--- config.mk ---
export PLATFORM = sky130hd
export DESIGN_NAME = program_loader
export DESIGN_NICKNAME = d
export VERILOG_FILES = /design/src/rtl/program_loader.sv
export SDC_FILE = /design/constraint.sdc
export NUM_CORES = 1
export LEC_CHECK = 0
export BUFFER_PORTS_ARGS = -buffer_cell sky130_fd_sc_hd__buf_2
export CORE_ASPECT_RATIO = 0.9
export CORE_UTILIZATION = 62
export DETAILED_ROUTE_END_ITERATION = 10
export HOLD_SLACK_MARGIN = 0.12
export PLACE_DENSITY = 0.81
export SLEW_MARGIN = 20
export SYNTH_ARGS = -nofsm -noshare
export SYNTH_HDL_FRONTEND = slang
export SYNTH_SLANG_ARGS = --single-unit
--- constraint.sdc ---
create_clock -name clk -period 6.4 [get_ports clk]
set_input_delay 1.6 -clock clk [delete_from_list [all_inputs] [get_ports clk]]
set_output_delay 1.6 -clock clk [all_outputs]
set_load 0.03 [all_outputs]
--- src/rtl/program_loader.sv ---
// program_loader: receives a framed RISC-V program image over a byte stream,
// writes it word by word into instruction memory and releases the core only
// after the whole image has arrived with a correct checksum.
//
// Frame: 0xA5, N[7:0], N[15:8], 4*N little-endian payload bytes, checksum C,
// where (sum of payload bytes + C) mod 256 must be 0.
//
// Ports:
//   clk, reset      rising-edge clock, synchronous active-low reset
//   start           begin a load (honoured only in IDLE, DONE or ERR)
//   rx_data/valid   incoming byte stream
//   rx_ready        loader accepts a byte this cycle
//   imem_we/addr/wdata  single-cycle instruction-memory write port
//   core_hold       1 holds the core in reset
//   busy            load in progress
//   done / error    sticky result of the last load
//   err_code        01 length, 10 checksum, 11 timeout, 00 none
module program_loader #(
  parameter int unsigned ADDR_W    = 10,
  parameter int unsigned BASE_ADDR = 0,
  parameter int unsigned TIMEOUT   = 65535
) (
  input  logic              clk,
  input  logic              reset,
  input  logic              start,
  input  logic [7:0]        rx_data,
  input  logic              rx_valid,
  output logic              rx_ready,
  output logic              imem_we,
  output logic [ADDR_W-1:0] imem_addr,
  output logic [31:0]       imem_wdata,
  output logic              core_hold,
  output logic              busy,
  output logic              done,
  output logic              error,
  output logic [1:0]        err_code
);

  localparam int unsigned TMO_W     = $clog2(TIMEOUT + 1);
  localparam logic [7:0]  SYNC_BYTE = 8'hA5;
  localparam logic [16:0] MAX_WORDS = 17'(1) << ADDR_W;
  localparam logic [1:0]  ERR_NONE  = 2'b00;
  localparam logic [1:0]  ERR_LEN   = 2'b01;
  localparam logic [1:0]  ERR_CSUM  = 2'b10;
  localparam logic [1:0]  ERR_TMO   = 2'b11;

  typedef enum logic [2:0] {
    S_IDLE, S_SYNC, S_LEN_LO, S_LEN_HI, S_DATA, S_CSUM, S_DONE, S_ERR
  } state_t;

  state_t            state, state_d;
  logic [7:0]        len_lo, len_lo_d;
  logic [15:0]       n_words, n_words_d;
  logic [1:0]        byte_cnt, byte_cnt_d;
  logic [15:0]       word_cnt, word_cnt_d;
  logic [23:0]       shift, shift_d;
  logic [7:0]        csum, csum_d;
  logic [TMO_W-1:0]  tmo, tmo_d;

  logic              rx_ready_d, imem_we_d, core_hold_d, busy_d, done_d, error_d;
  logic [ADDR_W-1:0] imem_addr_d;
  logic [31:0]       imem_wdata_d;
  logic [1:0]        err_code_d;

  logic              accept;
  logic              loading;
  logic [15:0]       len_full;
  logic [7:0]        csum_sum;

  assign accept  = rx_valid && rx_ready;
  assign loading = (state inside {S_SYNC, S_LEN_LO, S_LEN_HI, S_DATA, S_CSUM});

  // State register
  always_ff @(posedge clk) begin
    if (!reset) state <= S_IDLE;
    else        state <= state_d;
  end

  // Next state, datapath and registered-output next values
  always_comb begin
    state_d      = state;
    len_lo_d     = len_lo;
    n_words_d    = n_words;
    byte_cnt_d   = byte_cnt;
    word_cnt_d   = word_cnt;
    shift_d      = shift;
    csum_d       = csum;
    tmo_d        = tmo;
    imem_we_d    = 1'b0;
    imem_addr_d  = imem_addr;
    imem_wdata_d = imem_wdata;
    done_d       = done;
    error_d      = error;
    err_code_d   = err_code;
    len_full     = {rx_data, len_lo};
    csum_sum     = csum + rx_data;

    if (accept)       tmo_d = '0;
    else if (loading) tmo_d = tmo + TMO_W'(1);

    case (state)
      S_IDLE, S_DONE, S_ERR: begin
        if (start) begin
          state_d     = S_SYNC;
          done_d      = 1'b0;
          error_d     = 1'b0;
          err_code_d  = ERR_NONE;
          imem_addr_d = '0;
          csum_d      = '0;
          tmo_d       = '0;
          byte_cnt_d  = '0;
          word_cnt_d  = '0;
        end
      end
      S_SYNC: begin
        // Anything other than the sync byte is swallowed while hunting.
        if (accept && rx_data == SYNC_BYTE) state_d = S_LEN_LO;
      end
      S_LEN_LO: begin
        if (accept) begin
          len_lo_d = rx_data;
          state_d  = S_LEN_HI;
        end
      end
      S_LEN_HI: begin
        if (accept) begin
          if (len_full == 16'd0 || {1'b0, len_full} > MAX_WORDS) begin
            state_d    = S_ERR;
            error_d    = 1'b1;
            err_code_d = ERR_LEN;
          end else begin
            n_words_d = len_full;
            state_d   = S_DATA;
          end
        end
      end
      S_DATA: begin
        if (accept) begin
          csum_d     = csum_sum;
          byte_cnt_d = byte_cnt + 2'd1;
          // Earlier bytes sit in shift with byte 0 lowest once three are in.
          shift_d    = {rx_data, shift[23:8]};
          if (byte_cnt == 2'd3) begin
            imem_we_d    = 1'b1;
            imem_addr_d  = ADDR_W'(BASE_ADDR + 32'(word_cnt));
            imem_wdata_d = {rx_data, shift};
            word_cnt_d   = word_cnt + 16'd1;
            if (word_cnt == n_words - 16'd1) state_d = S_CSUM;
          end
        end
      end
      S_CSUM: begin
        if (accept) begin
          if (csum_sum == 8'd0) begin
            state_d = S_DONE;
            done_d  = 1'b1;
          end else begin
            state_d    = S_ERR;
            error_d    = 1'b1;
            err_code_d = ERR_CSUM;
          end
        end
      end
      default: state_d = S_IDLE;
    endcase

    // Inter-byte watchdog; only fires on a cycle with no acceptance.
    if (loading && !accept && tmo == TMO_W'(TIMEOUT - 1)) begin
      state_d    = S_ERR;
      error_d    = 1'b1;
      err_code_d = ERR_TMO;
    end

    rx_ready_d  = (state_d inside {S_SYNC, S_LEN_LO, S_LEN_HI, S_DATA, S_CSUM});
    busy_d      = rx_ready_d;
    core_hold_d = (state_d != S_DONE);
  end

  // Datapath and output registers
  always_ff @(posedge clk) begin
    if (!reset) begin
      len_lo     <= '0;
      n_words    <= '0;
      byte_cnt   <= '0;
      word_cnt   <= '0;
      shift      <= '0;
      csum       <= '0;
      tmo        <= '0;
      rx_ready   <= 1'b0;
      imem_we    <= 1'b0;
      imem_addr  <= '0;
      imem_wdata <= '0;
      core_hold  <= 1'b1;
      busy       <= 1'b0;
      done       <= 1'b0;
      error      <= 1'b0;
      err_code   <= ERR_NONE;
    end else begin
      len_lo     <= len_lo_d;
      n_words    <= n_words_d;
      byte_cnt   <= byte_cnt_d;
      word_cnt   <= word_cnt_d;
      shift      <= shift_d;
      csum       <= csum_d;
      tmo        <= tmo_d;
      rx_ready   <= rx_ready_d;
      imem_we    <= imem_we_d;
      imem_addr  <= imem_addr_d;
      imem_wdata <= imem_wdata_d;
      core_hold  <= core_hold_d;
      busy       <= busy_d;
      done       <= done_d;
      error      <= error_d;
      err_code   <= err_code_d;
    end
  end

endmodule

Word level (Yosys, flattened, before mapping)
Cells that the tools add are included.
{ "op_classes": {"add_sub_neg": 5, "magnitude_cmp": 1, "eq_ne": 27, "mux": 47, "n_bitwise": 1, "reduce_logical": 24} }
{ "ops": {"columns": ["operator", "count"], "rows": [
  ["$mux W16", 7],
  ["$add A16 B1 Y16 const B", 2],
  ["$pmux W16 S2", 1],
  ["$mux W10", 3],
  ["$mux W3", 9],
  ["$pmux W10 S2", 1],
  ["$eq A3 B3 Y1 const B", 6],
  ["$pmux W3 S6", 1],
  ["$eq A16 B16 Y1", 1],
  ["$eq A16 B16 Y1 const B", 1],
  ["$gt A16 B11 Y1 const B", 1],
  ["$logic_not A16 Y1", 1],
  ["$mux W2", 8],
  ["$mux W8", 2],
  ["$pmux W8 S2", 1],
  ["$sub A16 B1 Y16 const B", 1],
  ["$eq A3 B2 Y1 const B", 4],
  ["$reduce_and A3 Y1", 4],
  ["$mux W1", 10],
  ["$reduce_bool A5 Y1", 2],
  ["$ne A3 B2 Y1 const B", 3],
  ["$add A8 B8 Y8", 1],
  ["$eq A8 B8 Y1 const B", 1],
  ["$logic_not A8 Y1", 1],
  ["22 further kinds", 33]
]} }
{ "word_totals": {"regBits": 142, "input_bits": 12, "output_inout_bits": 50, "wordCells": 121} }

Logic depth before layout (Yosys ltp)
Gate-level depths: netlist of run 1.
{ "logic_depth": {"word_depth": 9, "depth_mapped": 10} }

Worst setup path before layout of run 1
OpenSTA, ideal clock, no wires.
{ "synth_timing": {"kind": "input-to-reg", "startpoint": "input rx_data[0]", "endpoint": "register state[0]", "setup_time_ns": 0.116, "t_arrival_ns": 3.537, "path_slack_ns": 2.747, "stages": 9, "path_cell_list": "ha_1 > fa_1 > a211oi_1 > o21bai_1 > a221oi_1 > nand3_1 > o31ai_1 > o31ai_1 > o211a_1"} }
{ "synth_via": {"elab_chain_cells": 6} }
{ "synth_lines": {"columns": ["element", "line", "rtl"], "rows": [
  ["start, declared", "26", "input logic [7:0] rx_data,"],
  ["$add A8 B8 Y8, or another cell as far along", "96", "csum_sum = csum + rx_data;"],
  ["$logic_not A8 Y1 / $logic_or A1 B1 Y1 (equally long branches)", "154, 127", null],
  ["$mux W1 / $mux W2 (equally long branches)", "154, 127", null],
  ["$mux W3, on equally long branches", "153, 126", null],
  ["$pmux W3 S6 *", "101", "case (state)"],
  ["$mux W3 *", "168", "if (loading && !accept && tmo == TMO_W'(TIMEOUT - 1)) begin"],
  ["end signal, assigned", "76", "else state <= state_d;"],
  ["end, declared", "51", "state_t state, state_d;"]
]} }
Every way passes the cells marked *; elsewhere a longest branch is shown, timed or not.
A chain may end at the register's enable or synchronous reset.

Worst setup path in the final report of run 1
{ "layout_timing": {"startpoint": "input rx_data[0]", "endpoint": "register core_hold"} }
{ "layout_via": {"elab_chain_cells": 7} }
{ "layout_lines": {"columns": ["element", "line", "rtl"], "rows": [
  ["$add A8 B8 Y8, or another cell as far along", "96", null],
  ["$logic_not A8 Y1 / $logic_or A1 B1 Y1 (equally long branches)", "154, 127", null],
  ["$mux W1 / $mux W2 (equally long branches)", "154, 127", null],
  ["$mux W3, on equally long branches", "153, 126", null],
  ["$pmux W3 S6 *", "101", null],
  ["$mux W3 *", "168", null],
  ["$ne A3 B3 Y1 *", "176", "core_hold_d = (state_d != S_DONE);"],
  ["end signal, assigned", "210", "core_hold <= core_hold_d;"],
  ["end, declared", "32", "output logic core_hold,"]
]} }
Marks and branches as above.

==> results of run 1 <==
[per-stage QoR]
stage	std cells	hold WS (ns)	setup WS, ns	power (mW)	area (um2)
floorplan	793	0.432	2.75	0.959	6500
global placement	944	0.439	2.29	0.979	6790
detailed placement	944	0.443	2.08	0.982	6790
CTS	974	0.450	2.51	1.95	7380
global route	974	0.470	2.53	2.00	7380
finish	974	0.448	2.66	1.94	7380
[sequential cells by signal, indices dropped and copies added (netlist names), 2 cells and up]
name,cells
imem_wdata,32
shift,24
n_words,16
tmo,16
word_cnt,16
imem_addr,10
csum,8
len_lo,8
state,3
byte_cnt,2
err_code,2
[Yosys cell counts, types with 4 or more instances]
master                     instances  area, um2
sky130_fd_sc_hd__and3_1            5       31.3
sky130_fd_sc_hd__o21ai_0          16       80.1
sky130_fd_sc_hd__a21oi_1          88        440
sky130_fd_sc_hd__dfxtp_1         142       2840
sky130_fd_sc_hd__and2_1           11       68.8
sky130_fd_sc_hd__nor2_1           79        297
sky130_fd_sc_hd__ha_1             12        150
sky130_fd_sc_hd__inv_1            18       67.6
sky130_fd_sc_hd__xnor2_1          21        184
sky130_fd_sc_hd__clkbuf_1         33        124
sky130_fd_sc_hd__nand3_1          19       95.1
sky130_fd_sc_hd__nor3_1            9       45.0
sky130_fd_sc_hd__mux2i_1          19        190
sky130_fd_sc_hd__xor2_1           28        245
sky130_fd_sc_hd__nand2_1         169        634
sky130_fd_sc_hd__nand4_1          16        100
sky130_fd_sc_hd__o211ai_1          4       30.0
sky130_fd_sc_hd__nor4_1            9       56.3
sky130_fd_sc_hd__or3_1            11       68.8
sky130_fd_sc_hd__a211oi_1          4       30.0
[power by group]
group	internal [mW]	leakage [nW]	switching, mW	total (mW)
registers	0.888	1.14	0.00509	0.893
logic	0.0186	1.43	0.0529	0.0715
clock network	0.617	0.285	0.364	0.981
[routing by layer]
| layer | vias to the layer above | GRT usage (%) |
|---|---|---|
| li1 | 2817 | - |
| met4 | 0 | 9.95 |
| met3 | 26 | 5.96 |
| met5 | - | 0 |
| met1 | 2744 | 40.7 |
| met2 | 204 | 45.5 |
[logic make-up after synthesis]
family	after synthesis	share of synthesized area (%)
AND/OR/NAND/NOR	360	25.9
adder cells (fa/ha/maj)	13	2.62
multiplexers	20	3.10
AO/OA/AOI/OAI	149	14.1
flip-flops	142	43.7
XOR/XNOR	49	6.60
buffers and inverters	60	3.99
[how the worst max path moves through the flow]
stage | start | slack [ns] | endpoint | cells past startpoint
floorplan | rx_data[0] | 2.75 | state[0]$_SDFF_PN0_ | 9
global placement | rx_valid | 2.29 | word_cnt[12]$_SDFFE_PN0P_ | 8
detailed placement | rx_valid | 2.08 | word_cnt[12]$_SDFFE_PN0P_ | 8
CTS | rx_valid | 2.51 | word_cnt[12]$_SDFFE_PN0P_ | 8
global route | rx_data[0] | 2.53 | state[0]$_SDFF_PN0_ | 10
finish | rx_data[0] | 2.66 | core_hold$_SDFF_PN1_ | 10
[worst max-delay path: stages]
cell	delay (ns)
sky130_fd_sc_hd__buf_2	0.16
sky130_fd_sc_hd__ha_1	0.24
sky130_fd_sc_hd__fa_1	0.41
sky130_fd_sc_hd__a211oi_1	0.33
sky130_fd_sc_hd__o21bai_1	0.15
sky130_fd_sc_hd__a221oi_1	0.34
sky130_fd_sc_hd__nand3_1	0.20
sky130_fd_sc_hd__o31ai_1	0.25
sky130_fd_sc_hd__o31ai_1	0.12
sky130_fd_sc_hd__nand4b_1	0.20
[area by class of cell]
| cell class | instances | area, um2 | share of cell area, % |
|---|---|---|---|
| clock buffers | 19 | 443 | 6.00 |
| clock inverters | 11 | 143 | 1.93 |
| inverters | 19 | 71.3 | 0.966 |
| multi-input cells | 591 | 3400 | 46.1 |
| flip-flops and latches | 142 | 2840 | 38.5 |
| well taps | 129 | 161 | 2.19 |
| repair buffers | 63 | 320 | 4.34 |
==> run metrics, run 1 <==
number of sinks on the clock net=142; setup repair after global routing missed its margin=no; Leak=2.86 nW; Worst Setup End Kind=flop; max-slew violation count=0; Chip Height=99.1 um; required time at the endpoint of the critical path=6.67 ns; clock insertion delay at the later pin of the skew report=0.42 ns; fraction of the yosys area taken by sequential cells=43.7%; nets in the synthesized netlist=818; number of core rows=35; register clock-pin slew on the reported worst setup and hold paths=0.06 ns; DR WL met3=1.05 mm; Filler Cells Inserted=763; commonest cells after routing, fill and taps aside=sky130_fd_sc_hd__nand2_1, sky130_fd_sc_hd__dfxtp_1, sky130_fd_sc_hd__a21oi_1; starting density of the core=63.7%; IO buf count=61; number of DRC violations after detailed-routing iteration 0=385; cell count after synthesis=793; final standard cell utilization of the core=72.3%; growth of design area from synthesis to finish=13.6%; async set or reset register ratio after synthesis=0%; maximum level of the CTS H-tree=4; ys flop type=sky130_fd_sc_hd__dfxtp_1; DRC=0; total number of vias=5791; TNS Setup=0 ns; number of enable flip-flop cells after synthesis=0; uppermost layer routed=met4; antenna viol nets, final=0; global-route usage over all layers=29.4%; worst-case register-to-register setup slack=3.41 ns; largest fanout on the critical path=7; Power per Cell Area=263 mW/mm2; ANT cells=0; worst setup skew after layout=0.00789 ns; final worst path period need=3.74 ns; startpoint type of the worst setup path=input pin; R2R cell count=7; startpoint of the most critical hold path=imem_addr[2]$_SDFFE_PN0P_; total of hold buffers inserted after clock tree synthesis=0; final-report setup violation count=0; maximum VDD drop=0.241 mV; unique cell type count in the Yosys netlist=67; netlist area before placement=0.00650 mm2; number of cells traversed by the worst hold path=2; Avg Cell Area, Syn=8.20 um2; post-detailed-route via-to-cell ratio=5.95; post-detailed-placement half-perimeter wirelength=10.4 mm; post-CTS setup buffer count=0; Synth Warn #=0; Tightest Hold Check Type=flop to flop; fin crit share=58.4%; io pins=62; Std-Cell Core Area=0.0102 mm2; run status=finished, final reports clean; total routed wire length on the met1 layer=7.02 mm; total wire length=15.5 mm; worst slew pin tran=1.08 ns; number of iterations in the first detailed-routing pass=6; Clock Path Buffers=2; largest net degree at the start of global routing=60; Wirelength per Cell=15.9 um; DR WL met2=7.17 mm; post-CTS sizing=0; Die ar.=0.0109 mm2; post-synthesis register bit count=142; number of buffers created by CTS=17; reg-to-reg startpoint=state[2]$_SDFF_PN0_; leading cell type in the layout, fill and taps excluded=sky130_fd_sc_hd__nand2_1; Slew headroom=28.3%; share of cells above drive strength 1=12.9%; WS Path Type=input pin to flop; antenna violations before repair=0; f_max=0.267 GHz; width of the die=110 um; Congestion Overflow GR=0; TritonCTS clock tree=done; routability-driven placement congestion ratio=0.887; count of final hold-check violations=0; global-route wire length before repair=25.1 mm; hold path endpoint=imem_addr[2]$_SDFFE_PN0P_; Arrival @ worst endpoint=4.01 ns; R2R Path End=word_cnt[12]$_SDFFE_PN0P_; vias in the first global route=5318; final-stage net count=859; Clock Root Buffer=sky130_fd_sc_hd__clkbuf_16; reported max-cap violation count=0
Power figures use the tool's default switching activity.
==> run 2, diff against run 1 <==
--- a/config.mk
+++ b/config.mk
@@ -7,10 +7,10 @@
 export LEC_CHECK = 0
 export BUFFER_PORTS_ARGS = -buffer_cell sky130_fd_sc_hd__buf_2
 export CORE_ASPECT_RATIO = 0.9
-export CORE_UTILIZATION = 62
+export CORE_UTILIZATION = 59
 export DETAILED_ROUTE_END_ITERATION = 10
 export HOLD_SLACK_MARGIN = 0.12
-export PLACE_DENSITY = 0.81
+export PLACE_DENSITY = 0.77
 export SLEW_MARGIN = 20
 export SYNTH_ARGS = -nofsm -noshare
 export SYNTH_HDL_FRONTEND = slang
==> constraint.sdc (replaced) <==
create_clock -name clk -period 3.51 [get_ports clk]
set_input_delay 0.8775 -clock clk [delete_from_list [all_inputs] [get_ports clk]]
set_output_delay 0.8775 -clock clk [all_outputs]
set_load 0.03 [all_outputs]
==> run 2 against run 1 <==
Die area is 5.0% higher. Final cell count is 0.82% higher. Worst setup slack worse by 2.2 ns. Sequential power is 83% higher. Power is 92% higher. Non-clock buffer count is 6 higher. Utilization is 0.76 points lower. Register-to-register slack worse by 2.7 ns. Combinational power is 85% higher. Global-route usage is 0.52 points lower. Count of clock-buffer cells in the layout stayed put. Clock power is 100% higher. Critical path type unchanged. Largest cell class unchanged. Largest power group unchanged. Highest routed layer unchanged.
==> run metrics, run 2 (synthesis gave the netlist of run 1 again) <==
slowest stage cell on the critical path=sky130_fd_sc_hd__fa_1; final worst path period need=3.08 ns; startpoint type of the worst setup path=input pin; worst-path cell chain=buf_2 > ha_1 > fa_1 > a211oi_1 > o21bai_1 > a221oi_1 > nand3_1 > o31ai_1 > o31ai_1 > o211a_1; commonest cells after routing, fill and taps aside=sky130_fd_sc_hd__nand2_1, sky130_fd_sc_hd__dfxtp_1, sky130_fd_sc_hd__a21oi_1; post-layout power=3.74 mW; register share of total power=43.5%; most used cell along the critical path=sky130_fd_sc_hd__o31ai_1; growth of design area from synthesis to finish=15.3%; global-route usage over all layers=28.8%; total instance count after detailed placement=950; f_max=0.325 GHz; io pins=62; Internal Pwr Total=2.94 mW; post-detailed-route via-to-cell ratio=5.91; worst setup skew after layout=0.00777 ns; reported max-cap violation count=0; Worst Setup End Kind=flop; largest net degree at the start of global routing=45; switching part of the total=21.5%; number of cells traversed by the worst hold path=2; Std-Cell Core Area=0.0105 mm2; leading cell type in the layout, fill and taps excluded=sky130_fd_sc_hd__nand2_1; post-detailed-placement half-perimeter wirelength=10.6 mm; max incr delay on CP=0.42 ns; DR WL met2=7.22 mm; Clock Root Buffer=sky130_fd_sc_hd__clkbuf_16; Wirelength per Cell=15.8 um; post-CTS setup buffer count=0; ANT cells=0; hold slack=0.446 ns; antenna violations before repair=0; uppermost layer routed=met4; number of DRC violations after detailed-routing iteration 0=419; number of iterations in the first detailed-routing pass=5; setup repair after global routing missed its margin=no; clock insertion delay at the later pin of the skew report=0.42 ns; final-report setup violation count=0; maximum VDD drop=0.319 mV; number of core rows=35; antenna viol nets, final=0; TNS Setup=0 ns; Slew headroom=35.2%; max-slew violation count=0; required time at the endpoint of the critical path=3.82 ns; Crit. path cell count=10; run status=finished, final reports clean; global-route wire length before repair=26.2 mm; total routed wire length on the met1 layer=7.01 mm; WS Path Type=input pin to flop; number of sinks on the clock net=142; total net switching power=0.806 mW; register clock-pin slew on the reported worst setup and hold paths=0.06 ns; combinational power share=3.5%; R2R cell count=9; final-stage net count=865; width of the die=113 um; Arrival @ worst endpoint=3.39 ns; Leak=2.90 nW; Tightest Hold Check Type=flop to flop; IO buf count=61; top flop regs=imem_wdata x32, shift x24; worst path buffer plus inverter count=1; family with the most delay on the worst path=compound AO/OA/AOI/OAI gates; total number of vias=5805; count of final hold-check violations=0; Power per Cell Area=500 mW/mm2; flip-flop count of the largest register, all copies and words added=32; Chip Height=102 um; DR WL met3=1.07 mm; total of hold buffers inserted after clock tree synthesis=0; number of buffers created by CTS=17; register bank with the most flops=imem_wdata; TritonCTS clock tree=done; fin crit share=87.7%; Congestion Overflow GR=0; Clock power frac=53.0%; Cell Count, Final, Fillers Out=982; share of cells above drive strength 1=13.5%; total wire length=15.5 mm; post-CTS sizing=0; starting density of the core=62.1%; routability-driven placement congestion ratio=0.910; worst slew pin tran=0.970 ns; Clock Path Buffers=2; maximum level of the CTS H-tree=4; DRC=0; Die ar.=0.0114 mm2; vias in the first global route=5438; largest fanout on the critical path=4
## run 2: cell types whose count changed in the layout (fill, tap and decap cells not counted), sizes merged
cell and delta:
clkinv -3, buf +6, bufinv +2, clkinvlp +2
inv +1
## run 2: area by class of cell
| cell class | instances | area, um2 |
|---|---|---|
| inverters | 19 | 71.3 |
| well taps | 129 | 161 |
| multi-input cells | 591 | 3400 |
| repair buffers | 69 | 365 |
| clock inverters | 13 | 211 |
| flip-flops and latches | 142 | 2840 |
| fillers | 814 | 2970 |
| clock buffers | 19 | 443 |
## run 2: metrics by stage
stage | setup WS (ns) | area, um2 | utilization (%)
2_1_floorplan | 0.580 | 6500 | -
3_3_place_gp | 0.240 | 6840 | 65.3
3_5_place_dp | 0.0912 | 6840 | 65.3
4_1_cts | 0.501 | 7490 | 71.6
5_1_grt | 0.248 | 7490 | 71.6
6_report | 0.432 | 7490 | 71.6
## run 2: power groups by stage
stage / combinational [mW] / sequential, mW / clock, mW
6_report: 0.132 / 1.63 / 1.98
5_1_grt: 0.144 / 1.63 / 2.07
4_1_cts: 0.130 / 1.63 / 2.00
3_5_place_dp: 0.129 / 1.66 / 0
3_3_place_gp: 0.125 / 1.66 / 0
2_1_floorplan: 0.0838 / 1.67 / 0
## run 2: worst paths after layout
path	slack (ns)	endpoint	start
worst max-delay path	0.43	state[0]$_SDFF_PN0_	rx_data[0]
worst max register to register	0.73	state[0]$_SDFF_PN0_	csum[0]$_SDFFE_PN0P_
worst min-delay path	0.45	imem_addr[9]$_SDFFE_PN0P_	imem_addr[9]$_SDFFE_PN0P_
worst min register to register	0.45	imem_addr[9]$_SDFFE_PN0P_	imem_addr[9]$_SDFFE_PN0P_
## run 2: layer usage
layer | vias to the layer above | track usage (%)
li1 | 2821 | -
met1 | 2744 | 38.2
met2 | 215 | 46.4
met3 | 25 | 6.34
met4 | 0 | 10.7
met5 | - | 0
## run 2: worst min-delay path: cells and delay by family, from the launching register on
family / cells / cell delay (ns)
flip-flops: 1 / 0.30
AND/OR/NAND/NOR: 1 / 0.05
AO/OA/AOI/OAI: 1 / 0.05
==> run 3, diff against run 2 <==
--- a/config.mk
+++ b/config.mk
@@ -5,6 +5,7 @@
 export SDC_FILE = /design/constraint.sdc
 export NUM_CORES = 1
 export LEC_CHECK = 0
+export ABC_AREA = 1
 export BUFFER_PORTS_ARGS = -buffer_cell sky130_fd_sc_hd__buf_2
 export CORE_ASPECT_RATIO = 0.9
 export CORE_UTILIZATION = 59
==> run 3 against run 2 <==
Sequential power about the same. Critical path depth rose by 3. Power decreased by 3.4%. Highest routed layer unchanged. Maximum frequency up 23%. Non-clock buffer count unchanged. First-iteration DRC count increased by 14%. Wire length is 3.0% lower. Worst setup slack improved by 0.57 ns. Design area up 1.5%. Largest power group unchanged. Combinational power rose by 61%.
==> run metrics, run 3 <==
run status=finished, final reports clean; WS Path Type=input pin to flop; post-CTS setup buffer count=0; unique cell type count in the Yosys netlist=38; largest net degree at the start of global routing=79; Crit. Startpoint=rx_valid; reported max-cap violation count=0; final worst path period need=2.51 ns; startpoint type of the worst setup path=input pin; required time at the endpoint of the critical path=3.80 ns; TritonCTS clock tree=done; ranking of synthesized cells by area=sky130_fd_sc_hd__dfxtp_1, sky130_fd_sc_hd__nand2_1, sky130_fd_sc_hd__inv_1; Congestion Overflow GR=0; ANT cells=0; post-CTS sizing=0; Clock power frac=48.7%; final-report setup violation count=0; async set or reset register ratio after synthesis=0%; DRC=0; growth of design area from synthesis to finish=15.1%; total of hold buffers inserted after clock tree synthesis=0; leading cell type in the layout, fill and taps excluded=sky130_fd_sc_hd__nand2_1; IO buf count=61; f_max=0.399 GHz; width of the die=114 um; register bank with the most flops=imem_wdata; number of sinks on the clock net=142; io pins=62; flip-flop count of the largest register, all copies and words added=32; Wirelength per Cell=13.3 um; global-route usage over all layers=27.5%; Arrival @ worst endpoint=2.80 ns; post-route worst setup slack=1.00 ns; starting density of the core=60.8%; post-synthesis register bit count=142; clock insertion delay at the later pin of the skew report=0.42 ns; switching part of the total=23.8%; global-route wire length before repair=25.2 mm; netlist area before placement=0.00661 mm2; Synth Warn #=0; final standard cell utilization of the core=70.0%; Synth top area share=43.0%; largest fanout on the critical path=28; most instantiated library cell after synthesis=sky130_fd_sc_hd__nand2_1; total net switching power=0.860 mW; register share of total power=45.4%; routability-driven placement congestion ratio=0.893; worst slew pin tran=0.649 ns; setup repair after global routing missed its margin=no; Avg Cell Area, Syn=7.22 um2; total placed instance area=0.00702 mm2; number of enable flip-flop cells after synthesis=0; Die ar.=0.0116 mm2; number of core rows=36; fin crit share=71.4%; vias in the first global route=5352; startpoint of the most critical hold path=shift[6]$_SDFFE_PN0P_; Std-Cell Core Area=0.0109 mm2; worst setup skew after layout=0.00544 ns; number of iterations in the first detailed-routing pass=5; Power per Cell Area=476 mW/mm2; post-detailed-placement half-perimeter wirelength=10.5 mm; top cells by instance count after synthesis=sky130_fd_sc_hd__nand2_1, sky130_fd_sc_hd__dfxtp_1, sky130_fd_sc_hd__inv_1; final-stage net count=996; register clock-pin slew on the reported worst setup and hold paths=0.06 ns; Tightest Hold Check Type=flop to flop; R2R cell count=12; antenna viol nets, final=0; total number of vias=6054; commonest cells after routing, fill and taps aside=sky130_fd_sc_hd__nand2_1, sky130_fd_sc_hd__dfxtp_1, sky130_fd_sc_hd__inv_1; nets in the synthesized netlist=940; combinational power share=5.9%; leading area contributor after synthesis=sky130_fd_sc_hd__dfxtp_1; Clock Path Buffers=2; reg-to-reg startpoint=busy$_SDFF_PN0_; Clock Root Buffer=sky130_fd_sc_hd__clkbuf_16; Filler Cells Inserted=924; Worst Setup End Kind=flop; antenna violations before repair=0; Leak=3.33 nW; Layout Cell Area excl Fill=0.00760 mm2; pre-CTS setup slack=0.593 ns; post-layout power=3.62 mW; number of buffers created by CTS=17; maximum VDD drop=0.368 mV; top flop regs=imem_wdata x32, shift x24; ys flop type=sky130_fd_sc_hd__dfxtp_1; Chip Height=102 um; count of final hold-check violations=0; share of cells above drive strength 1=13.5%; total wire length=15.1 mm; cell count after synthesis=915; Internal Pwr Total=2.76 mW; post-detailed-route via-to-cell ratio=5.33; max-slew violation count=0; maximum level of the CTS H-tree=4; number of cells traversed by the worst hold path=2; number of DRC violations after detailed-routing iteration 0=479; Slew headroom=56.7%; fraction of the yosys area taken by sequential cells=43.0%; TNS Setup=0 ns
[run 3: cell types whose count changed in the layout (fill, tap and decap cells not counted), sizes merged, moves of 6 or more]
| cell | change |
|---|---|
| nor2 | +30 |
| nor4 | -9 |
| mux2i | -19 |
| a211oi | +7 |
| xor2 | -9 |
| nor3 | +16 |
| xnor2 | -13 |
| and2 | -12 |
| nand3 | +52 |
| or3 | -12 |
| a21oi | -6 |
| o21ai | +69 |
| inv | +102 |
| nand2 | -9 |
[run 3: path summary, 6_finish.rpt]
check	end	slack [ns]
worst max-delay path	word_cnt[11]$_SDFFE_PN0P_	1.00
worst min-delay path	shift[6]$_SDFFE_PN0P_	0.46
worst max register to register	word_cnt[11]$_SDFFE_PN0P_	1.18
worst min register to register	shift[6]$_SDFFE_PN0P_	0.46
[run 3: metal layers]
layer  routed length (um)  part of all wire (%)  global-route usage, %  vias to the layer above
li1                     -                     -                      -                     3100
met1                 7270                    48                   37.2                     2777
met2                 6810                    45                   44.7                      161
met3                  801                   5.3                   5.04                       16
met4                  191                   1.3                   8.81                        0
met5                    0                     0                      0                        -
[run 3: area by class of cell]
cell class	count	area, um2	area share (%)
multi-input cells	620	3170	41.7
inverters	121	454	5.97
well taps	152	190	2.50
clock buffers	20	447	5.88
repair buffers	69	365	4.81
flip-flops and latches	142	2840	37.4
clock inverters	11	134	1.76
[run 3: kinds of logic after synthesis]
kind of cell / share of synthesized area [%]
adders and majority gates: 2.58
buffers and inverters: 8.98
AOI/OAI and AO/OA: 14.9
xor gates and xnor gates: 3.58
and+or+nand+nor: 26.9
DFF: 43.0
[run 3: stage by stage]
stage / hold slack, ns / cells
after detailed placement: 0.448 / 1104
after global placement: 0.443 / 1104
after CTS: 0.458 / 1135
after global routing: 0.479 / 1135
after floorplan: 0.430 / 915
final: 0.459 / 1135
[run 3: power by group through the flow]
stage	logic, mW	registers [mW]	clock network (mW)
floorplan	0.131	1.70	0
global placement	0.210	1.68	0
detailed placement	0.212	1.68	0
CTS	0.213	1.64	1.78
global route	0.237	1.64	1.85
finish	0.213	1.64	1.76
[run 3: worst max-delay path, cell delays in order]
cell and delay, ns:
sky130_fd_sc_hd__buf_2 0.08, sky130_fd_sc_hd__nand2_2 0.12, sky130_fd_sc_hd__inv_2 0.13, sky130_fd_sc_hd__nand3_2 0.10, sky130_fd_sc_hd__nor2_4 0.33, sky130_fd_sc_hd__inv_2 0.09, sky130_fd_sc_hd__nand2_4 0.26, sky130_fd_sc_hd__nand2_2 0.11
sky130_fd_sc_hd__nor2_4 0.11, sky130_fd_sc_hd__nand4_2 0.16, sky130_fd_sc_hd__nor3_2 0.17, sky130_fd_sc_hd__xor2_1 0.18, sky130_fd_sc_hd__nor2_1 0.06
